## config.mk

```make
export PLATFORM = sky130hd
export DESIGN_NAME = conv3x3_edge_pipe
export DESIGN_NICKNAME = d
export VERILOG_FILES = /design/src/rtl/conv3x3_pkg.sv /design/src/rtl/conv3x3_gray.sv /design/src/rtl/conv3x3_edge_pipe.sv
export SDC_FILE = /design/constraint.sdc
export NUM_CORES = 1
export LEC_CHECK = 0
export ABC_AREA = 1
export BUFFER_PORTS_ARGS = -buffer_cell sky130_fd_sc_hd__buf_4
export CAP_MARGIN = 20
export CORE_ASPECT_RATIO = 1.1
export CORE_MARGIN = 2
export CORE_UTILIZATION = 33
export DETAILED_ROUTE_END_ITERATION = 10
export SLEW_MARGIN = 40
export SYNTH_ARGS = -nofsm -noshare
export SYNTH_HDL_FRONTEND = slang
export SYNTH_HIERARCHICAL = 1
export SYNTH_SLANG_ARGS = --single-unit
```

## constraint.sdc

```tcl
create_clock -name CLK -period 7.24 [get_ports CLK]
set_clock_uncertainty 0.1 [all_clocks]
set_input_delay 1.086 -clock CLK [delete_from_list [all_inputs] [get_ports CLK]]
set_output_delay 1.086 -clock CLK [all_outputs]
set_load 0.05 [all_outputs]
```

## src/rtl/conv3x3_pkg.sv

```systemverilog
// Shared types and helpers for the 3x3 edge/sharpen pipeline.
// Optional macro CONV3X3_ABS_EN (see conv3x3_edge_pipe) does not affect this file.
package conv3x3_pkg;

  typedef enum logic [1:0] {
    MODE_LAP8  = 2'd0,
    MODE_LAP4  = 2'd1,
    MODE_SHARP = 2'd2,
    MODE_PASS  = 2'd3
  } mode_e;

  localparam int unsigned ACC_MAX = 32;

  function automatic int acc_w_def(input int pix_w);
    return pix_w + 5;
  endfunction

  // Saturate a signed accumulator into [0, 2^pix_w-1]; callers keep the low pix_w bits.
  function automatic logic [ACC_MAX-1:0] clamp_u(input logic signed [ACC_MAX-1:0] acc,
                                                 input int unsigned pix_w);
    logic signed [ACC_MAX-1:0] max_v;
    max_v = (ACC_MAX'(1) << pix_w) - ACC_MAX'(1);
    if (acc < 0)
      clamp_u = '0;
    else if (acc > max_v)
      clamp_u = max_v;
    else
      clamp_u = acc;
  endfunction

endpackage

```

## src/rtl/conv3x3_gray.sv

```systemverilog
// Registered grayscale conversion of one CH-channel pixel, advancing when i_en is high.
module conv3x3_gray
  import conv3x3_pkg::*;
#(
  parameter int PIX_W = 8,
  parameter int CH    = 3
) (
  input  logic                clk,
  input  logic                rst_n,
  input  logic                i_en,
  input  logic [CH*PIX_W-1:0] i_pix,
  output logic [PIX_W-1:0]    o_gray
);

  logic [PIX_W-1:0] w_gray;
  logic [PIX_W-1:0] r_gray;

  generate
    if (CH >= 3) begin : g_rgb
      logic [PIX_W+1:0] w_sum;
      assign w_sum = {2'b00, i_pix[PIX_W-1:0]}
                   + {1'b0, i_pix[2*PIX_W-1:PIX_W], 1'b0}
                   + {2'b00, i_pix[3*PIX_W-1:2*PIX_W]};
      assign w_gray = w_sum[PIX_W+1:2];
    end else begin : g_mono
      assign w_gray = i_pix[PIX_W-1:0];
    end
  endgenerate

  always_ff @(posedge clk or negedge rst_n) begin
    if (!rst_n)
      r_gray <= '0;
    else if (i_en)
      r_gray <= w_gray;
  end

  assign o_gray = r_gray;

endmodule

```

## src/rtl/conv3x3_edge_pipe.sv

```systemverilog
// 3x3 gray edge/sharpen filter: S1 gray, S2 kernel, S3 clamp, global stall on output backpressure.
// Define CONV3X3_ABS_EN to fold negative kernel results to magnitude (modes 0-2) before clamping.
module conv3x3_edge_pipe
  import conv3x3_pkg::*;
#(
  parameter int PIX_W = 8,
  parameter int CH    = 3,
  parameter int ACC_W = acc_w_def(PIX_W)
) (
  input  logic                CLK,
  input  logic                RESET,
  input  logic [CH*PIX_W-1:0] D00IN,
  input  logic [CH*PIX_W-1:0] D01IN,
  input  logic [CH*PIX_W-1:0] D02IN,
  input  logic [CH*PIX_W-1:0] D10IN,
  input  logic [CH*PIX_W-1:0] D11IN,
  input  logic [CH*PIX_W-1:0] D12IN,
  input  logic [CH*PIX_W-1:0] D20IN,
  input  logic [CH*PIX_W-1:0] D21IN,
  input  logic [CH*PIX_W-1:0] D22IN,
  input  logic                in_valid,
  output logic                in_ready,
  input  logic                in_sof,
  input  logic                in_eol,
  input  logic [1:0]          mode,
  output logic                out_valid,
  input  logic                out_ready,
  output logic                out_sof,
  output logic                out_eol,
  output logic [CH*PIX_W-1:0] Dout
);

  logic  w_en, w_accept;
  mode_e r_mode_q, w_mode_cur;

  assign w_en       = ~out_valid | out_ready;
  assign in_ready   = w_en;
  assign w_accept   = in_valid & w_en;
  // An SOF beat uses its own mode, not the previously latched one.
  assign w_mode_cur = (w_accept & in_sof) ? mode_e'(mode) : r_mode_q;

  logic [CH*PIX_W-1:0] w_win [9];
  logic [PIX_W-1:0]    w_g   [9];

  assign w_win[0] = D00IN;
  assign w_win[1] = D01IN;
  assign w_win[2] = D02IN;
  assign w_win[3] = D10IN;
  assign w_win[4] = D11IN;
  assign w_win[5] = D12IN;
  assign w_win[6] = D20IN;
  assign w_win[7] = D21IN;
  assign w_win[8] = D22IN;

  generate
    for (genvar gi = 0; gi < 9; gi++) begin : g_gray
      conv3x3_gray #(.PIX_W(PIX_W), .CH(CH)) u_gray (
        .clk    (CLK),
        .rst_n  (RESET),
        .i_en   (w_en),
        .i_pix  (w_win[gi]),
        .o_gray (w_g[gi])
      );
    end
  endgenerate

  logic  r_s1_valid, r_s1_sof, r_s1_eol;
  mode_e r_s1_mode;

  always_ff @(posedge CLK or negedge RESET) begin
    if (!RESET) begin
      r_s1_valid <= 1'b0;
      r_s1_sof   <= 1'b0;
      r_s1_eol   <= 1'b0;
      r_s1_mode  <= MODE_LAP8;
      r_mode_q   <= MODE_LAP8;
    end else if (w_en) begin
      r_s1_valid <= w_accept;
      r_s1_sof   <= in_sof;
      r_s1_eol   <= in_eol;
      r_s1_mode  <= w_mode_cur;
      if (w_accept & in_sof)
        r_mode_q <= mode_e'(mode);
    end
  end

  logic signed [ACC_W-1:0] w_s [9];
  logic signed [ACC_W-1:0] w_nsew, w_ring, w_c, w_acc;

  always_comb begin
    for (int unsigned i = 0; i < 9; i++)
      w_s[i] = signed'(ACC_W'(w_g[i]));
    w_c    = w_s[4];
    w_nsew = w_s[1] + w_s[3] + w_s[5] + w_s[7];
    w_ring = w_nsew + w_s[0] + w_s[2] + w_s[6] + w_s[8];
    w_acc  = w_c;
    case (r_s1_mode)
      MODE_LAP8:  w_acc = w_ring - (w_c <<< 3);
      MODE_LAP4:  w_acc = w_nsew - (w_c <<< 2);
      MODE_SHARP: w_acc = (w_c <<< 2) + w_c - w_nsew;
      MODE_PASS:  w_acc = w_c;
      default:    w_acc = w_c;
    endcase
  end

  logic                    r_s2_valid, r_s2_sof, r_s2_eol;
  logic signed [ACC_W-1:0] r_s2_acc;
`ifdef CONV3X3_ABS_EN
  mode_e                   r_s2_mode;
`endif

  always_ff @(posedge CLK or negedge RESET) begin
    if (!RESET) begin
      r_s2_valid <= 1'b0;
      r_s2_sof   <= 1'b0;
      r_s2_eol   <= 1'b0;
      r_s2_acc   <= '0;
`ifdef CONV3X3_ABS_EN
      r_s2_mode  <= MODE_LAP8;
`endif
    end else if (w_en) begin
      r_s2_valid <= r_s1_valid;
      r_s2_sof   <= r_s1_sof;
      r_s2_eol   <= r_s1_eol;
      r_s2_acc   <= w_acc;
`ifdef CONV3X3_ABS_EN
      r_s2_mode  <= r_s1_mode;
`endif
    end
  end

  logic signed [ACC_W-1:0] w_mag;
  logic [PIX_W-1:0]        w_pix;

`ifdef CONV3X3_ABS_EN
  assign w_mag = (r_s2_mode != MODE_PASS && r_s2_acc < 0) ? -r_s2_acc : r_s2_acc;
`else
  assign w_mag = r_s2_acc;
`endif
  assign w_pix = PIX_W'(clamp_u({{(ACC_MAX-ACC_W){w_mag[ACC_W-1]}}, w_mag}, PIX_W));

  always_ff @(posedge CLK or negedge RESET) begin
    if (!RESET) begin
      out_valid <= 1'b0;
      out_sof   <= 1'b0;
      out_eol   <= 1'b0;
      Dout      <= '0;
    end else if (w_en) begin
      out_valid <= r_s2_valid;
      out_sof   <= r_s2_sof;
      out_eol   <= r_s2_eol;
      Dout      <= {CH{w_pix}};
    end
  end

endmodule

```

==> results.json, run 1 <==
{
  "status": "finished, final reports clean",
  "path_clk_slew_ps": 70,
  "ant_nets": 0,
  "drt_wl_total_um": 30080,
  "setup_viol": 0,
  "grt_pass1_vias": 10450,
  "die_h_um": 204.2,
  "ys_ff_latch": 104,
  "fin_setup_tns_ps": 0,
  "min_from": "r_s2_valid",
  "cts_tree": "done",
  "die_w_um": 186.0,
  "min_period_ps": 5864,
  "hold_buffers": 0,
  "ys_seq_area_frac": 0.2164,
  "postCtsSetupRepairBufs": 0,
  "place_area_mm2": 0.01433,
  "cts_resized": 0,
  "avgSynthCellArea_um2": 7.783,
  "syn_to_final_growth_pct": 21.40,
  "async_flop_share": 1.000,
  "worstPathArrival_ps": 6010,
  "rsz0062_at_grt": "false",
  "regArea_mm2": 0.002603,
  "vias_per_cell": 4.469,
  "synth_most_common_cell": "nand2_1",
  "dieArea_mm2": 0.03799,
  "synth_top_cells_by_area": "dfrtp_1 (22%), fa_1 (21%), nand2_1 (14%)",
  "synth_cells": 1545,
  "path_max_fanout": 5,
  "tightestPinTransition_ps": 640.3,
  "synth_top_area_frac": 0.2164,
  "place_congestion": 0.8370,
  "maxCapViolations": 0,
  "drc": 0,
  "max-slew-margin-rel": 0.5732,
  "synthesis.nets": 2010,
  "via_count": 10150,
  "fin_util": 0.4046,
  "fmax_mhz": 170.5,
  "multi_input_area_mm2": 0.008073,
  "reg2reg_slack_ps": 1380,
  "core_area_mm2": 0.03608,
  "regToRegStartpoint": "g_gray[7].u_gray/o_gray[1]",
  "grt_pass1_wl_um": 50670,
  "io_buffers": 251,
  "cts.htree.levels": 3,
  "diodes": 0,
  "grt_max_degree": 67,
  "clk-insertion-delay-late_ps": 360,
  "wl_per_cell_um": 13.25,
  "grt_antenna_before_repair": 0,
  "drv_slew": 0,
  "pin_count": 252,
  "yosys-top-cells-count": "nand2_1 (441), inv_1 (280), fa_1 (127)",
  "nets": 2245,
  "first_pass_iters": 5,
  "final_cell_area_mm2": 0.01460,
  "num_rows": 73,
  "drive_gt1_frac": 0.1951,
  "cp-end-kind": "register",
  "grt_usage": 0.1667,
  "hold_violations": 0,
  "period_share": 0.8099,
  "crit_type": "reg2reg",
  "yosys_most_used_dff": "dfrtp_1",
  "worstSetupStartpointType": "register",
  "yosys.area.top_type": "dfrtp_1",
  "hold_path.class": "reg2reg",
  "start_util": 0.3333,
  "drt_iter0_markers": 484,
  "setup.worst_path.start": "g_gray[7].u_gray/o_gray[1]",
  "synth-edff-count": 0,
  "cts-buffers-inserted": 9,
  "clock-sinks": 104,
  "ys.warnings.count": 6,
  "dp_hpwl_um": 25640,
  "cp.required_ps": 7380,
  "ys_types": 43,
  "cts_buffer_depth": 2,
  "netlist_area_mm2": 0.01203,
  "fill_cells": 3739,
  "grt_overflow": 0,
  "cts-root-buf": "clkbuf_16"
}
==> worst paths after layout <==
path,cells after the start,end
max,24,r_s2_acc[10]
min,2,out_valid
max reg2reg,24,r_s2_acc[10]
min reg2reg,2,out_valid
max in group asynchronous,2,g_gray[4].u_gray/o_gray[7]
min in group asynchronous,1,g_gray[8].u_gray/o_gray[7]
==> logic make-up after synthesis <==
| group | synth area share |
|---|---|
| xor+xnor | 0.01165 |
| simple gates | 0.2493 |
| buf+inv | 0.1123 |
| mux | 0.0009364 |
| compound gates | 0.07939 |
| flops | 0.2164 |
| fa+ha+maj | 0.3300 |
==> sequential cells by signal, summed over array words and instances, names as in the netlist <==
register	cells
Dout	8
g_gray.u_gray/o_gray	72
out_eol	1
out_sof	1
out_valid	1
r_s1_eol	1
r_s1_mode	2
r_s1_sof	1
r_s1_valid	1
r_s2_acc	13
r_s2_eol	1
r_s2_sof	1
r_s2_valid	1
==> placed cells by master, fill, tap and decap left out, drive strengths merged, types with 3 or more instances in the layout <==
| cell type | synthesis | routed |
|---|---|---|
| a21oi | 89 | 89 |
| nand3b | 12 | 12 |
| nand4 | 8 | 8 |
| fa | 127 | 127 |
| ha | 114 | 114 |
| o22ai | 3 | 3 |
| inv | 289 | 291 |
| dfrtp | 104 | 104 |
| nor2 | 78 | 78 |
| a211oi | 9 | 9 |
| xor2 | 6 | 6 |
| buf | 27 | 254 |
| nand3 | 104 | 104 |
| o21ai | 58 | 58 |
| clkinv | 12 | 13 |
| clkbuf | 3 | 10 |
| nand2 | 474 | 474 |
| xnor2 | 10 | 10 |
==> per-stage QoR <==
step                worst slack (ps)  cells  hold slack (ps)
finish                          1376   2271            350.2
global route                    1038   2271            383.1
CTS                             1362   2271            354.9
detailed placement              1396   2256            336.7
global placement                1469   2256            334.6
floorplan                       1840   1545            322.7
==> critical path, cell delays in order, from the launching register on <==
cell and delay (ps):
dfrtp_1 340, inv_1 60, fa_1 530, inv_1 50, fa_1 460, ha_1 240, fa_1 420, nand3_1 100
nand3_1 120, a21oi_1 160, o21ai_1 90, xor2_1 320, fa_1 500, fa_1 490, fa_1 540, inv_1 40
ha_1 350, a21oi_2 260, nor2_1 60, nor2_1 120, nand3_1 80, nand3_1 80, nand2_1 50, nor2_1 120
nor2_1 40
==> metal layers <==
| layer | global-route usage | wire [um] |
|---|---|---|
| met3 | 0.01978 | 1075 |
| met1 | 0.2106 | 13120 |
| met2 | 0.3039 | 15510 |
| met4 | 0.03431 | 381 |
| met5 | 0 | 0 |
==> cell type report <==
type                       instances  area share
clock buffer                      10     0.01568
clock inverter                     5    0.002828
inverter                         301     0.07765
multi-input combinational       1110      0.5530
sequential                       104      0.1783
tap                              487     0.04174
timing repair buffer             254      0.1309
Power of run 1 is left out: the tool's default activity adds up to more than one toggle a clock period on the data nets, which glitch-free logic cannot reach.
==> run 2: changes to the inputs <==
==> constraint.sdc (replaced) <==
create_clock -name CLK -period 5.5 [get_ports CLK]
set_clock_uncertainty 0.1 [all_clocks]
set_input_delay 0.825 -clock CLK [delete_from_list [all_inputs] [get_ports CLK]]
set_output_delay 0.825 -clock CLK [all_outputs]
set_load 0.05 [all_outputs]
==> results.json, run 2 (synthesis results as in run 1) <==
{
  "path_cells": "inv_1 > fa_1 > inv_1 > fa_1 > ha_2 > fa_2 > inv_1 > fa_1 > inv_1 > fa_1 > fa_1 > ha_4 > inv_1 > fa_2 > inv_1 > nand3_1 > nand3_2 > nand2_1 > a21oi_1 > o21ai_1 > nor2_1 > nor2_1",
  "via_count": 10340,
  "hold_depth": 2,
  "drive_gt1_frac": 0.2226,
  "max-slew-margin-rel": 0.5762,
  "drc": 0,
  "cpMostUsedCell": "inv_1",
  "hold_violations": 0,
  "hold_path.class": "reg2reg",
  "largest_reg_flops": 72,
  "dieArea_mm2": 0.03799,
  "multi_input_area_mm2": 0.008258,
  "wl_per_cell_um": 13.19,
  "path_clk_slew_ps": 80,
  "reg2reg_slack_ps": 190,
  "cts-buffers-inserted": 9,
  "die_w_um": 186.0,
  "diodes": 0,
  "grt_max_degree": 57,
  "drt_iter0_markers": 454,
  "setup_viol": 0,
  "ant_nets": 0,
  "io_buffers": 251,
  "nets": 2266,
  "cp_num_buf_inv": 6,
  "tightestPinTransition_ps": 635.7,
  "path_max_fanout": 4,
  "start_util": 0.3333,
  "dp_hpwl_um": 25930,
  "fin_util": 0.4158,
  "cts-root-buf": "clkbuf_16",
  "first_pass_iters": 5,
  "period_share": 0.9663,
  "maxCapViolations": 0,
  "worstPathArrival_ps": 5460,
  "max_stage_delay_ps": 600,
  "place_congestion": 0.8987,
  "clk-insertion-delay-late_ps": 370,
  "crit_type": "reg2reg",
  "syn_to_final_growth_pct": 24.74,
  "grt_antenna_before_repair": 0,
  "grt_pass1_vias": 10530,
  "cts_buffer_depth": 2,
  "cts.htree.levels": 3,
  "fin_setup_tns_ps": 0,
  "cts_tree": "done",
  "fill_cells": 3712,
  "grt_usage": 0.1649,
  "rr_worst_depth": 22,
  "die_h_um": 204.2,
  "reg2reg_to": "r_s2_acc[8]",
  "fmax_mhz": 188.2,
  "drt_wl_total_um": 30250,
  "cpLargestDelayFamily": "adder cells",
  "whs_endpoint": "out_valid",
  "min_from": "r_s2_valid",
  "num_rows": 73,
  "regArea_mm2": 0.002603,
  "min_period_ps": 5314,
  "crit_path_top_delay_cell": "fa_1",
  "grt_overflow": 0,
  "cp.required_ps": 5650,
  "grt_pass1_wl_um": 50330,
  "drv_slew": 0,
  "worst_slack_ps": 185.6,
  "pin_count": 252,
  "cp-end-kind": "register",
  "clock-sinks": 104,
  "preCtsSetupSlack_ps": -101.1,
  "final_common_cell": "nand2_1",
  "vias_per_cell": 4.510,
  "status": "finished, final reports clean",
  "worstSetupStartpointType": "register",
  "hold_buffers": 0,
  "regToRegStartpoint": "g_gray[7].u_gray/o_gray[1]",
  "core_area_mm2": 0.03608,
  "layout_common_cells": "nand2_1 (436), inv_1 (278), buf_4 (274)",
  "setup.worst_path.start": "g_gray[7].u_gray/o_gray[1]"
}
==> run 2: worst max-delay path by stage <==
stage                         endpoint  slack, ps  cells after the start
after CTS                 r_s2_acc[10]         40                     25
after detailed placement  r_s2_acc[10]       -100                     24
after floorplan           r_s2_acc[10]        100                     24
final                      r_s2_acc[8]        190                     22
after global routing      r_s2_acc[11]       -120                     24
after global placement    r_s2_acc[10]        -30                     24
==> run 2: tightest hold or removal path: cells and delay by family, from the launching register on <==
kind / cells / cell delay [ps]
buffers and inverters: 1 / 50
DFF: 1 / 330
and+or+nand+nor: 1 / 50
==> run 2: repair_timing <==
| item | 4_1_cts | 5_1_grt |
|---|---|---|
| cloned | 0 | 0 |
| setup endpoints to repair | 6 | 8 |
| buffers inserted | 4 | 3 |
| resized for setup | 7 | 30 |
| pin swaps | 6 | 15 |
==> run 2: layout make-up <==
cell class	count	area share
Clock buffer	9	0.01501
Clock inverter	7	0.006339
Inverter	301	0.07557
Multi-Input combinational cell	1110	0.5505
Sequential cell	104	0.1735
Tap cell	487	0.04062
Timing Repair Buffer	275	0.1385
==> run 2: routing by layer <==
layer / GRT usage / part of all wire
met1: 0.2039 / 0.43
met2: 0.3039 / 0.52
met3: 0.02103 / 0.036
met4: 0.03543 / 0.012
met5: 0 / 0
==> run 2: through the flow <==
stage | cells | instance area (um^2) | hold WS, ps
3_5_place_dp | 2269 | 14420 | 340.0
4_1_cts | 2289 | 14800 | 360.0
3_3_place_gp | 2269 | 14420 | 336.2
2_1_floorplan | 1545 | 12030 | 322.7
6_report | 2293 | 15000 | 357.2
5_1_grt | 2293 | 15000 | 385.6
Power of run 2 is left out for the same reason.
